`src/rtl/alu_seq.sv`:
```
// alu_seq: registered ALU with valid/ready handshakes on both sides.
// Single-cycle ops pass through one operand register (_p0) and land in the
// output register on the following edge; MUL runs an iterative shift-add
// datapath (_p1) for WIDTH cycles before loading the output register.
// The stored carry flag (cf) feeds ADC and is updated as results are produced.
module alu_seq #(
  parameter int WIDTH = 8
) (
  input  logic             clk,
  input  logic             rst_n,
  input  logic             in_valid,
  output logic             in_ready,
  input  logic [WIDTH-1:0] A,
  input  logic [WIDTH-1:0] B,
  input  logic [3:0]       opcode,
  output logic             out_valid,
  input  logic             out_ready,
  output logic [WIDTH-1:0] result,
  output logic             carry_out,
  output logic             zero,
  output logic             negative,
  output logic             overflow,
  output logic             err,
  output logic             busy
);

  localparam logic [3:0] OP_ADD = 4'b0000;
  localparam logic [3:0] OP_SUB = 4'b0001;
  localparam logic [3:0] OP_INC = 4'b0010;
  localparam logic [3:0] OP_MUL = 4'b0011;
  localparam logic [3:0] OP_DEC = 4'b0100;
  localparam logic [3:0] OP_ADC = 4'b0101;
  localparam logic [3:0] OP_NOP = 4'b0110;
  localparam logic [3:0] OP_SR  = 4'b0111;
  localparam logic [3:0] OP_AND = 4'b1000;
  localparam logic [3:0] OP_OR  = 4'b1001;
  localparam logic [3:0] OP_NOT = 4'b1010;
  localparam logic [3:0] OP_XOR = 4'b1100;
  localparam logic [3:0] OP_SL  = 4'b1110;

  localparam int CNT_W = $clog2(WIDTH + 1);
  localparam logic [CNT_W-1:0] CNT_LAST = CNT_W'(WIDTH - 1);
  localparam logic [CNT_W-1:0] CNT_ONE  = CNT_W'(1);

  // Signed range limits of a WIDTH-bit two's-complement value, held in WIDTH+1 bits.
  localparam logic signed [WIDTH:0] S_MAX = {2'b00, {(WIDTH-1){1'b1}}};
  localparam logic signed [WIDTH:0] S_MIN = ~S_MAX;
  localparam logic signed [WIDTH:0] S_ONE = (WIDTH+1)'(1);
  localparam logic        [WIDTH:0] U_ONE = (WIDTH+1)'(1);

  typedef enum logic [1:0] {
    S_IDLE = 2'd0,
    S_MUL  = 2'd1,
    S_DONE = 2'd2
  } state_t;

  state_t               state;
  logic [CNT_W-1:0]     cnt;
  logic                 cf;

  logic                 vld_p0;
  logic [3:0]           op_p0;
  logic [WIDTH-1:0]     a_p0;
  logic [WIDTH-1:0]     b_p0;

  logic [2*WIDTH-1:0]   acc_p1;
  logic [2*WIDTH-1:0]   mcand_p1;
  logic [WIDTH-1:0]     mplier_p1;

  logic                 out_free;
  logic                 fire;
  logic                 fire_mul;
  logic                 p0_load;
  logic                 mul_load;
  logic [WIDTH+2:0]     alu_p0;

  logic [WIDTH-1:0]     nxt_result;
  logic                 nxt_carry;
  logic                 nxt_zero;
  logic                 nxt_negative;
  logic                 nxt_overflow;
  logic                 nxt_err;
  logic                 nxt_cf_wr;

  // Sign-extend an operand by one bit so sums keep their true signed value.
  function automatic logic signed [WIDTH:0] sx(input logic [WIDTH-1:0] x);
    return $signed({x[WIDTH-1], x});
  endfunction

  // Two's-complement overflow: the exact signed sum left the WIDTH-bit range.
  function automatic logic sat_ovf(input logic signed [WIDTH:0] s);
    return (s > S_MAX) || (s < S_MIN);
  endfunction

  // Ops whose carry is latched into cf when their result is produced.
  function automatic logic cf_op(input logic [3:0] op);
    return (op == OP_ADD) || (op == OP_SUB) || (op == OP_ADC) ||
           (op == OP_INC) || (op == OP_DEC) || (op == OP_SL)  || (op == OP_SR);
  endfunction

  // Single-cycle ALU: returns {err, overflow, carry, result}.
  function automatic logic [WIDTH+2:0] alu_compute(
    input logic [3:0]       op,
    input logic [WIDTH-1:0] a,
    input logic [WIDTH-1:0] b,
    input logic             cin
  );
    logic [WIDTH:0]        usum;
    logic signed [WIDTH:0] ssum;
    logic [WIDTH-1:0]      res;
    logic                  c;
    logic                  v;
    logic                  e;
    usum = '0;
    ssum = '0;
    res  = '0;
    c    = 1'b0;
    v    = 1'b0;
    e    = 1'b0;
    case (op)
      OP_ADD: begin
        usum = {1'b0, a} + {1'b0, b};
        ssum = sx(a) + sx(b);
        res  = usum[WIDTH-1:0];
        c    = usum[WIDTH];
        v    = sat_ovf(ssum);
      end
      OP_SUB: begin
        usum = {1'b0, a} - {1'b0, b};
        ssum = sx(a) - sx(b);
        res  = usum[WIDTH-1:0];
        c    = (a < b);
        v    = sat_ovf(ssum);
      end
      OP_ADC: begin
        usum = {1'b0, a} + {1'b0, b} + {{WIDTH{1'b0}}, cin};
        ssum = sx(a) + sx(b) + $signed({{WIDTH{1'b0}}, cin});
        res  = usum[WIDTH-1:0];
        c    = usum[WIDTH];
        v    = sat_ovf(ssum);
      end
      OP_INC: begin
        usum = {1'b0, a} + U_ONE;
        ssum = sx(a) + S_ONE;
        res  = usum[WIDTH-1:0];
        c    = &a;
        v    = sat_ovf(ssum);
      end
      OP_DEC: begin
        usum = {1'b0, a} - U_ONE;
        ssum = sx(a) - S_ONE;
        res  = usum[WIDTH-1:0];
        c    = (a == '0);
        v    = sat_ovf(ssum);
      end
      OP_AND: res = a & b;
      OP_OR:  res = a | b;
      OP_NOT: res = ~a;
      OP_XOR: res = a ^ b;
      OP_SL: begin
        res = {a[WIDTH-2:0], 1'b0};
        c   = a[WIDTH-1];
      end
      OP_SR: begin
        res = {1'b0, a[WIDTH-1:1]};
        c   = a[0];
      end
      OP_MUL, OP_NOP: res = '0;
      default: e = 1'b1;
    endcase
    return {e, v, c, res};
  endfunction

  assign out_free = !out_valid || out_ready;
  assign in_ready = (state == S_IDLE) && out_free;
  assign fire     = in_valid && in_ready;
  assign fire_mul = fire && (opcode == OP_MUL);
  assign p0_load  = vld_p0 && out_free && (op_p0 != OP_NOP);
  assign mul_load = (state == S_DONE) && out_free;
  assign alu_p0   = alu_compute(op_p0, a_p0, b_p0, cf);

  // Select the value the output register loads: multiplier product or ALU result.
  always_comb begin
    nxt_result   = alu_p0[WIDTH-1:0];
    nxt_carry    = alu_p0[WIDTH];
    nxt_overflow = alu_p0[WIDTH+1];
    nxt_err      = alu_p0[WIDTH+2];
    nxt_cf_wr    = p0_load && cf_op(op_p0);
    if (state == S_DONE) begin
      nxt_result   = acc_p1[WIDTH-1:0];
      nxt_carry    = |acc_p1[2*WIDTH-1:WIDTH];
      nxt_overflow = 1'b0;
      nxt_err      = 1'b0;
      nxt_cf_wr    = mul_load;
    end
    nxt_zero     = !nxt_err && (nxt_result == '0);
    nxt_negative = nxt_result[WIDTH-1];
  end

  // Operand stage p0 and the shift-add multiplier datapath p1 (data only, no reset).
  always_ff @(posedge clk) begin
    // p0: operand capture at acceptance
    if (fire) begin
      op_p0 <= opcode;
      a_p0  <= A;
      b_p0  <= B;
    end
    // p1: one shift-add step per cycle while the FSM is in MUL
    if (fire_mul) begin
      acc_p1    <= '0;
      mcand_p1  <= {{WIDTH{1'b0}}, A};
      mplier_p1 <= B;
    end else if (state == S_MUL) begin
      if (mplier_p1[0]) acc_p1 <= acc_p1 + mcand_p1;
      mcand_p1  <= mcand_p1 << 1;
      mplier_p1 <= mplier_p1 >> 1;
    end
  end

  // Control FSM, stored carry flag and registered outputs.
  always_ff @(posedge clk or negedge rst_n) begin
    if (!rst_n) begin
      state     <= S_IDLE;
      cnt       <= '0;
      busy      <= 1'b0;
      vld_p0    <= 1'b0;
      cf        <= 1'b0;
      out_valid <= 1'b0;
      result    <= '0;
      carry_out <= 1'b0;
      zero      <= 1'b0;
      negative  <= 1'b0;
      overflow  <= 1'b0;
      err       <= 1'b0;
    end else begin
      if (fire && !fire_mul) vld_p0 <= 1'b1;
      else if (out_free)     vld_p0 <= 1'b0;

      case (state)
        S_IDLE: begin
          if (fire_mul) begin
            state <= S_MUL;
            cnt   <= '0;
          end
        end
        S_MUL: begin
          busy <= 1'b1;
          cnt  <= cnt + CNT_ONE;
          if (cnt == CNT_LAST) state <= S_DONE;
        end
        S_DONE: begin
          if (out_free) begin
            busy  <= 1'b0;
            state <= S_IDLE;
          end
        end
        default: state <= S_IDLE;
      endcase

      if (p0_load || mul_load) begin
        out_valid <= 1'b1;
        result    <= nxt_result;
        carry_out <= nxt_carry;
        zero      <= nxt_zero;
        negative  <= nxt_negative;
        overflow  <= nxt_overflow;
        err       <= nxt_err;
        if (nxt_cf_wr) cf <= nxt_carry;
      end else if (out_ready) begin
        out_valid <= 1'b0;
      end
    end
  end

endmodule
```
`config.mk`:
```
export PLATFORM = sky130hd
export DESIGN_NAME = alu_seq
export DESIGN_NICKNAME = d
export VERILOG_FILES = /design/src/rtl/alu_seq.sv
export SDC_FILE = /design/constraint.sdc
export NUM_CORES = 1
export LEC_CHECK = 0
export CORE_MARGIN = 2
export CORE_UTILIZATION = 40
export CTS_CLUSTER_DIAMETER = 200
export DETAILED_ROUTE_END_ITERATION = 7
export GPL_ROUTABILITY_DRIVEN = 1
export HOLD_SLACK_MARGIN = 0.08
export PLACE_DENSITY = 0.68
export SLEW_MARGIN = 20
export SYNTH_ARGS = -nofsm -noshare
export SYNTH_HDL_FRONTEND = slang
export SYNTH_SLANG_ARGS = --single-unit
```
`constraint.sdc`:
```
create_clock -name clk -period 5.3 [get_ports clk]
set_input_delay 1.06 -clock clk [delete_from_list [all_inputs] [get_ports clk]]
set_output_delay 1.06 -clock clk [all_outputs]
set_load 0.05 [all_outputs]
```
==> flow_summary.toml <==
[timing]
max_slew_margin = 0.4504
setup_tns_ns = 0
fin_hold_ws_ns = 0.4745
skew_ns = 0.007942
finalSetupViolCount = 0
hold_viol = 0
min_period_ns = 3.792
worst_slew_pin_slew_ns = 0.8235
fin_crit_sh = 0.7154
fmax_mhz = 263.7
rsz0062_at_grt = "no"
maxSlewViolCount = 0

[detailed_routing]
via_per_inst = 5.804
drt_iter0_markers = 455
wirelength_um = 16230
ant_nets = 0
drtPass1Iterations = 8
vias = 5311
routedWlPerCell_um = 17.74
drc = 4

[global_routing]
grt_first_pass_wirelength_um = 26670
grt_usage = 0.2061
overflow = 0
antenna_found_initial = 0
first_global_vias = 5116
grt_max_degree = 42

[worst_setup_path]
setup.worst_path.start_class = "input port"
critPathRequiredTime_ns = 4.24
r2r_start = "op_p0[2]"
r2r_end = "zero"
path_common_cell = "clkdlybuf4s50_1"
slowest_stage = "clkdlybuf4s50_1"
cp_max_fo = 4
rrSetupSlack_ns = 1.62
path_class = "input port to output pin"
cp_top_family = "buffers and inverters"
endpoint_kind = "output pin"
arrival_ns = 2.73
critical_path_buf_inv_count = 2
r2r_cells = 12
crit_path_max_incr_delay_ns = 0.86
path_cells = "clkdlybuf4s50_1 -> nor2b_1 -> nor3_1 -> clkdlybuf4s50_1"

[logic_synthesis]
ys_types = 80
synth-simple-area-share = 0.1873
synth_most_common_cell = "nand2_1"
synth_top_area_cell = "edfxtp_1"
ys_seq_area_frac = 0.3400
synth_area_sq_um = 6211
synth-seq-cells = 82
synth_xor_area_frac = 0.04069
syn_inst = 697
async_reset_ff_frac = 0.2683
muxShareOfSynthArea = 0.03687
synth_flop_cell = "edfxtp_1"
ys_warn_count = 0
netlist.area_leader.share = 0.1741
yosys-top-cells-area = "edfxtp_1, ha_1, dfrtp_1"
synth_fa_ha_area_frac = 0.1237
syn_nets = 780
synth-compound-area-share = 0.2214
synth_edf_count = 36
synth_commonest_cells = "nand2_1, a21oi_1, ha_1, o21ai_0, nor2_1"
synth_top_family_by_area = "compound AO/OA/AOI/OAI gates"
syn_avg_cell_area_sq_um = 8.911

[cts]
cts.root.buffer_cell = "clkbuf_16"
clk_path_buf_depth = 2
cts_tree = "yes"
clk_latency_ns = 0.34
htree_num_levels = 3
clock_sinks = 82
cts_hold_buf = 0
cts_inserted_buffers = 9
ctsResizeCount = 0
post-cts-setup-buffers = 0
path_clk_slew_ns = 0.06

[run_status]
status = "complete, but fails checks"
violations = "DRC"

[power_and_ir_drop]
peakVddDrop_mv = 0.3416
power_w = 0.003908
power-per-cell-area_nw_per_um2 = 557.5
p_leak_nw = 2.840

[placement]
place.gp.congestion = 0.9130
hpwl_um = 12270
numPortBuffers = 39

[floorplan]
io_pins = 40
initial_core_util = 0.4086
core_sq_um = 15200
fp.dieH_um = 128.6
num_rows = 45
die_x_um = 128.6
die-area_sq_um = 16540

[finish]
fin_util = 0.4611
drive_above_1_share = 0.07703
fin_nets = 805
diodes = 0
synthToLayoutAreaGrowth_pct = 12.85

[job]
drv_cap = 0

[min_path]
hold_start = "mcand_p1[12]"
whs_path_depth = 2
hp-class = "flop to flop"
min_to = "mcand_p1[13]"
[worst reg2reg max path, stage by stage, from the launching register on]
cell and delay [ns]:
edfxtp_1 0.32, buf_4 0.37, or4b_1 0.73, o21a_1 0.23, fa_1 0.45, nor2b_1 0.18
o31a_1 0.16, a21oi_1 0.07, a221oi_1 0.26, a31oi_1 0.14, a21o_1 0.19, nor4_1 0.33
a41o_1 0.21
[worst max path at each step]
stage | slack, ns | endpoint | start | cells past startpoint
global placement | 1.53 | in_ready | out_ready | 4
global route | 1.40 | in_ready | out_ready | 4
CTS | 1.50 | in_ready | out_ready | 4
floorplan | 1.57 | mcand_p1[1] | out_ready | 6
detailed placement | 1.50 | in_ready | out_ready | 4
finish | 1.51 | in_ready | out_ready | 4
[power breakdown]
part	switching (W)	internal [W]
Clock	0.000247	0.000349
Combinational	0.00129	0.000860
Sequential	0.000223	0.000938
Total	0.00176	0.00215
[layout make-up]
cell class | instances | area, sq um
Multi-Input combinational cell | 544 | 3789
Fill cell | 1465 | 8193
Inverter | 38 | 142.6
Sequential cell | 82 | 2112
Timing Repair Buffer | 47 | 445.4
Tap cell | 188 | 235.2
Clock buffer | 13 | 262.8
Clock inverter | 3 | 22.52
[per-stage QoR]
stage / worst slack, ns / instance area [sq um] / cells
6_report: 1.508 / 7009 / 915
5_1_grt: 1.404 / 7009 / 915
2_1_floorplan: 1.568 / 6211 / 697
3_5_place_dp: 1.504 / 6729 / 899
4_1_cts: 1.505 / 7014 / 915
3_3_place_gp: 1.531 / 6729 / 899
[cells by family (layout without fill, tap and decap cells)]
group | count (synthesis) | in the layout
AOI/OAI and AO/OA | 207 | 207
xor gates and xnor gates | 28 | 28
adders and majority gates | 59 | 59
buffers and inverters | 71 | 101
DFF | 82 | 82
muxes | 20 | 20
and+or+nand+nor | 230 | 230
[flip-flops by register name (all words and copies together), names as in the netlist]
| signal | cells |
|---|---|
| cnt | 4 |
| err | 1 |
| carry_out | 1 |
| vld_p0 | 1 |
| result | 8 |
| acc_p1 | 16 |
| a_p0 | 8 |
| mplier_p1 | 8 |
| b_p0 | 8 |
| op_p0 | 4 |
| state | 2 |
| cf | 1 |
| zero | 1 |
| out_valid | 1 |
| mcand_p1 | 16 |
| overflow | 1 |
| busy | 1 |
[cell usage in the layout (no fill, tap or decap), drive strengths merged, types with 4 or more instances in the layout]
master	synthesis	layout
nand2	88	88
a21oi	59	59
ha	55	55
o21ai	48	48
nor2	45	45
inv	38	38
clkdlybuf4s50	0	38
edfxtp	36	36
dfxtp	24	24
xnor2	22	22
dfrtp	22	22
nand3	16	16
nand2b	14	14
a211oi	14	14
mux2	13	13
clkbuf	16	13
o21a	12	12
nor2b	11	11
nor3	10	10
nor4	9	9
buf	17	9
o211ai	8	8
a21o	7	7
and2	7	7
mux2i	6	6
a31oi	6	6
xor2	6	6
o22ai	5	5
a221oi	5	5
nand4	5	5
or3	4	4
o31ai	4	4
fa	4	4
nand3b	4	4
[layer usage]
| layer | vias up | track usage | share of wire |
|---|---|---|---|
| met3 | 34 | 0.03825 | 0.058 |
| li1 | 2609 | - | - |
| met2 | 181 | 0.3173 | 0.45 |
| met4 | 0 | 0.07545 | 0.026 |
| met1 | 2487 | 0.2903 | 0.47 |
| met5 | - | 0 | 0 |
(Power assumes the default switching activity.)
